**src/rtl/fp_addsub_arbiter.sv**
```systemverilog
// Round-robin arbiter sharing one single-precision add/sub unit among NUM_REQ clients.
// Operands are captured at grant; the result is registered and held under valid/ready.
module fp_addsub_arbiter #(
  parameter int NUM_REQ = 4,
  parameter int ID_W    = 2
) (
  input  logic                   clk,
  input  logic                   reset,
  input  logic [NUM_REQ-1:0]     req,
  input  logic [32*NUM_REQ-1:0]  a_bus,
  input  logic [32*NUM_REQ-1:0]  b_bus,
  input  logic [NUM_REQ-1:0]     sub_bus,
  output logic [NUM_REQ-1:0]     gnt,
  output logic                   busy,
  output logic                   res_valid,
  input  logic                   res_ready,
  output logic [ID_W-1:0]        res_id,
  output logic [31:0]            result,
  output logic                   exception
);

  typedef enum logic [1:0] {IDLE, EXEC, DONE} state_t;

  state_t            r_state;
  state_t            w_state_next;
  logic [ID_W-1:0]   r_rr_ptr;
  logic [ID_W-1:0]   r_id;
  logic [31:0]       r_a;
  logic [31:0]       r_b;
  logic              r_sub;
  logic [31:0]       r_result;
  logic              r_exception;
  logic [ID_W-1:0]   r_res_id;
  logic              r_res_valid;

  logic [31:0]       w_a_arr [NUM_REQ];
  logic [31:0]       w_b_arr [NUM_REQ];
  logic              w_found;
  logic [ID_W-1:0]   w_winner;
  logic [ID_W:0]     w_idx;
  logic [ID_W-1:0]   w_ptr_next;

  genvar gi;
  generate
    for (gi = 0; gi < NUM_REQ; gi++) begin : g_slice
      assign w_a_arr[gi] = a_bus[32*gi +: 32];
      assign w_b_arr[gi] = b_bus[32*gi +: 32];
    end
  endgenerate

  // First requester at or above the pointer, wrapping modulo NUM_REQ.
  always_comb begin
    w_found  = 1'b0;
    w_winner = '0;
    w_idx    = '0;
    for (int k = 0; k < NUM_REQ; k++) begin
      w_idx = {1'b0, r_rr_ptr} + (ID_W+1)'(k);
      if (w_idx >= (ID_W+1)'(NUM_REQ)) w_idx = w_idx - (ID_W+1)'(NUM_REQ);
      if (!w_found && req[w_idx[ID_W-1:0]]) begin
        w_found  = 1'b1;
        w_winner = w_idx[ID_W-1:0];
      end
    end
  end

  assign w_ptr_next = (r_id == ID_W'(NUM_REQ-1)) ? '0 : r_id + 1'b1;

  // Grant is gated by reset so nothing is offered while the block is held in reset.
  always_comb begin
    w_state_next = r_state;
    gnt          = '0;
    case (r_state)
      IDLE: if (w_found && !reset) begin
        gnt          = NUM_REQ'(1) << w_winner;
        w_state_next = EXEC;
      end
      EXEC: w_state_next = DONE;
      DONE: if (res_ready) w_state_next = IDLE;
      default: w_state_next = IDLE;
    endcase
  end

  always_ff @(posedge clk or posedge reset) begin
    if (reset) r_state <= IDLE;
    else       r_state <= w_state_next;
  end

  // Shared add/sub datapath on the captured operands (truncating).
  logic               w_b_sign_eff;
  logic               w_swap;
  logic [31:0]        w_big;
  logic [31:0]        w_small;
  logic [7:0]         w_diff;
  logic [48:0]        w_ext_big;
  logic [48:0]        w_ext_small;
  logic [48:0]        w_sum;
  logic [5:0]         w_msb;
  logic signed [9:0]  w_exp_r;
  logic [22:0]        w_mant;
  logic [31:0]        w_fp_result;
  logic               w_fp_exc;

  assign w_b_sign_eff = r_b[31] ^ r_sub;
  assign w_swap       = r_b[30:0] > r_a[30:0];
  assign w_big        = w_swap ? {w_b_sign_eff, r_b[30:0]} : r_a;
  assign w_small      = w_swap ? r_a : {w_b_sign_eff, r_b[30:0]};
  assign w_diff       = w_big[30:23] - w_small[30:23];
  assign w_ext_big    = {1'b0, |w_big[30:23], w_big[22:0], 24'b0};
  assign w_ext_small  = {1'b0, |w_small[30:23], w_small[22:0], 24'b0} >> w_diff;
  assign w_sum        = (w_big[31] ^ w_small[31]) ? w_ext_big - w_ext_small
                                                  : w_ext_big + w_ext_small;

  always_comb begin
    w_msb = '0;
    for (int i = 0; i < 49; i++) if (w_sum[i]) w_msb = 6'(i);
  end

  assign w_exp_r = $signed({2'b00, w_big[30:23]}) + $signed({4'b0000, w_msb}) - 10'sd47;
  assign w_mant  = 23'((w_sum << (6'd48 - w_msb)) >> 25);
  assign w_fp_exc = (&r_a[30:23]) | (&r_b[30:23]);

  always_comb begin
    if (w_sum == '0)               w_fp_result = 32'h0000_0000;
    else if (w_exp_r <= 10'sd0)    w_fp_result = {w_big[31], 31'b0};
    else if (w_exp_r >= 10'sd255)  w_fp_result = {w_big[31], 8'hFF, 23'b0};
    else                           w_fp_result = {w_big[31], w_exp_r[7:0], w_mant};
  end

  always_ff @(posedge clk or posedge reset) begin
    if (reset) begin
      r_rr_ptr    <= '0;
      r_id        <= '0;
      r_a         <= '0;
      r_b         <= '0;
      r_sub       <= 1'b0;
      r_result    <= '0;
      r_exception <= 1'b0;
      r_res_id    <= '0;
      r_res_valid <= 1'b0;
    end else begin
      case (r_state)
        IDLE: if (w_found) begin
          r_a   <= w_a_arr[w_winner];
          r_b   <= w_b_arr[w_winner];
          r_sub <= sub_bus[w_winner];
          r_id  <= w_winner;
        end
        EXEC: begin
          r_result    <= w_fp_result;
          r_exception <= w_fp_exc;
          r_res_id    <= r_id;
          r_res_valid <= 1'b1;
        end
        DONE: if (res_ready) begin
          r_res_valid <= 1'b0;
          r_rr_ptr    <= w_ptr_next;
        end
        default: ;
      endcase
    end
  end

  assign busy      = (r_state != IDLE);
  assign res_valid = r_res_valid;
  assign res_id    = r_res_id;
  assign result    = r_result;
  assign exception = r_exception;

endmodule
```
**config.mk**
```make
export PLATFORM = sky130hd
export DESIGN_NAME = fp_addsub_arbiter
export DESIGN_NICKNAME = d
export VERILOG_FILES = /design/src/rtl/fp_addsub_arbiter.sv
export SDC_FILE = /design/constraint.sdc
export NUM_CORES = 1
export LEC_CHECK = 0
export ABC_AREA = 1
export CAP_MARGIN = 25
export CORE_MARGIN = 5
export CORE_UTILIZATION = 59
export DETAILED_ROUTE_END_ITERATION = 16
export PLACE_DENSITY = 0.92
export REMOVE_ABC_BUFFERS = 1
export SYNTH_ARGS = -nofsm -noshare
export SYNTH_HDL_FRONTEND = slang
export SYNTH_SLANG_ARGS = --single-unit
```
**constraint.sdc**
```tcl
create_clock -name clk -period 27.3 [get_ports clk]
set_input_delay 4.095 -clock clk [delete_from_list [all_inputs] [get_ports clk]]
set_output_delay 4.095 -clock clk [all_outputs]
set_load 0.05 [all_outputs]
```
==> run metrics <==
final routed DRC violation total=0; largest family of logic cells by synthesized area=simple AND/OR/NAND/NOR gates; Ys Warns=0; area of the mapped netlist=0.0166 mm2; Num CTS Buffers=9; # setup viols final=0; Final Wtd Congestion=1.03; CTS Hold Bufs=0; start point of the worst hold path=res_id[1]; Max Fclk=0.0688 GHz; Crit path largest cell delay=0.88 ns; Tmin final=14.54 ns; Final Cycle Share=53.3%; HPWL Detailed=49700 um; R2R Path Start=r_a[23]; IO Pins=308; Avg Vias per Cell=6.23; MaxCap Viol Count=0; worst-path fanout max=88; CP top delay family=simple AND/OR/NAND/NOR gates; number of clock sinks=107; status=complete, no violations; Synth Instances=2847; ANT nets after route=0; Async SR Flop Fraction=100%; first-pass GRT wire length=98600 um; Die ar.=0.0315 mm2; Resize count post-CTS=0; mux contribution to synthesized area=0.0604%; First-pass DRT Iterations=7; Total Routed Length=62200 um; number of post-CTS setup repair buffers=0; slowest CP cell=ha_1; Fin. Hold Viols=0; worst path bufs/invs=12; CTS max path bufs=2; Root Buffer=clkbuf_16; Core Footprint=0.0278 mm2; GRT Total Usage=38.1%; CP Data Arrival Time=14.85 ns; complex-gate fraction of the synthesized area=16.5%; port bufs=307; number of global-route vias before repair=19800; Synth Flop Type=dfrtp_1; Synth cell types=68; Critical Path RT=27.61 ns; Initial DRC Count=3041; final slew viol count=0; Die Width=178 um; Initial Util=59.6%; post-synthesis xor/xnor area fraction=3.13%; Worst Hold Class=reg -> reg; Critical path origin=r_a[23]; std cell rows=61; Seq/Total Area, Yosys=16.2%; Worst Clk Skew=0.0166 ns; Post-synth EDFFs=0; CTS H-Tree Depth=3; via count=21200; RSZ-0062 raised after global routing=false; Worst setup EP type=register; Tightest Pin Transition=0.968 ns; adder-cell share of the synthesized area=7.72%; CTS tree=yes; die height=178 um; Layout area overhead=20.0%; clock slew at reported path FFs=0.08 ns; startpoint types=register; largest net degree at the start of global routing=105; Layout Nets=3391; DR WL/cell=18.3 um; initial antenna violation count=1; CP Class=reg -> reg; clk_lat worst skew=0.37 ns; FF+latch count, synth=107; syn avg cell area=5.82 um2; total grt overflow=0; simple logic cell fraction of the synthesized area=45.3%; Slew headroom=34.8%; share of cells above drive strength 1=3.63%; setup TNS=0 ns
sequential cells by signal (all words and copies together) (netlist names):
register	count
result	32
exception	1
r_a	32
res_valid	1
r_state	2
r_b	32
r_sub	1
res_id	2
r_rr_ptr	2
r_id	2
cell families after synthesis:
logic type	after synthesis
adders and majority gates	101
muxes	1
buffers and inverters	456
xor gates and xnor gates	51
AOI/OAI and AO/OA	439
DFF	107
and+or+nand+nor	1692
cells in the mapped netlist (3+ instances only):
library cell,number,area share (%)
or2_1,3,0.11
nand2_1,810,18
o221ai_1,9,0.48
a41oi_1,22,1.2
nor2_2,6,0.23
o2111ai_1,4,0.21
a21o_1,3,0.14
buf_2,27,0.82
o31ai_1,7,0.32
o21bai_1,10,0.45
buf_1,13,0.29
nand3_1,526,16
o21ai_1,23,0.70
dfrtp_1,107,16
nand2_4,6,0.41
inv_1,276,6.3
or2_2,4,0.15
inv_2,18,0.41
clkbuf_1,102,2.3
o21ai_0,124,3.7
nand2_2,11,0.42
o21a_1,8,0.36
nor3_1,32,0.97
a221oi_1,4,0.21
nor2_1,193,4.4
o22ai_1,10,0.38
nand4_1,80,3.0
clkinv_1,4,0.091
buf_4,5,0.23
o21ai_2,3,0.16
nand3_2,3,0.18
xor2_1,44,2.3
nor4_1,6,0.23
buf_6,8,0.54
o211ai_1,9,0.41
a22oi_1,68,3.1
ha_1,99,7.5
a31oi_1,31,1.2
a21oi_1,90,2.7
cell type report:
type                       instances  area, um2
clock inverter                     7       93.8
tap                              378        473
multi-input combinational       2284      12100
fill                            2448       7910
antenna                            1       2.50
timing repair buffer             321       3190
clock buffer                       9        225
sequential                       107       2680
inverter                         300       1130
layout by cell type (no fill, tap or decap), types with 6 or more instances in the layout:
master             n
a21oi_1           89
o21ai_1           23
dfrtp_1          107
a31oi_1           31
buf_4             13
o211ai_1           9
o221ai_1           9
nand2_1          810
nand2_4            6
clkbuf_16          9
ha_1              99
o21bai_1          10
nand2_2           11
a41oi_1           22
a22oi_1           68
nor3_1            32
nand4_1           80
nor4_1             6
inv_1            272
inv_2             21
nor2_2             6
o21a_1             8
xor2_1            43
nor2_1           191
o22ai_1           10
nand3_1          526
clkdlybuf4s50_1  307
o21ai_0          124
o31ai_1            7
per-layer routing:
layer  up-vias  share of wire (%)  wire length, um  track usage (%)
li1       9989                  -                -                -
met1      9628                 38            23800             47.3
met2      1353                 47            28900             63.8
met3       271                9.4             5850             6.92
met4         0                5.8             3580             18.1
met5         -                  0                0                0
final timing paths:
path / to / slack [ns] / cells past startpoint
max: result[8] / 12.76 / 69
min: res_id[1] / 0.49 / 2
max reg2reg: result[8] / 12.76 / 69
min reg2reg: res_id[1] / 0.49 / 2
max in group asynchronous: r_a[7] / 21.90 / 3
min in group asynchronous: r_state[0] / 4.15 / 2
worst register-to-register path: cells and delay by family (launching register included):
family	cells	cell delay [ns]
buffers and inverters	12	2.35
flip-flops	1	0.38
AND/OR/NAND/NOR	28	4.98
adder cells (fa/ha/maj)	6	2.87
XOR/XNOR	2	0.56
AO/OA/AOI/OAI	21	3.31
stage by stage:
stage	util (%)	std cells	hold WS (ns)	setup WS (ns)	cell area, um2
floorplan	-	2691	0.476	12.19	15900
global placement	70.3	3389	0.457	13.92	19500
detailed placement	70.3	3389	0.465	13.42	19500
CTS	71.4	3405	0.488	13.34	19800
global route	71.5	3407	0.501	11.47	19900
finish	71.5	3407	0.488	12.76	19900
Power is left out: the tool's default activity adds up to more than one toggle a clock period on the data nets, which glitch-free logic cannot reach.
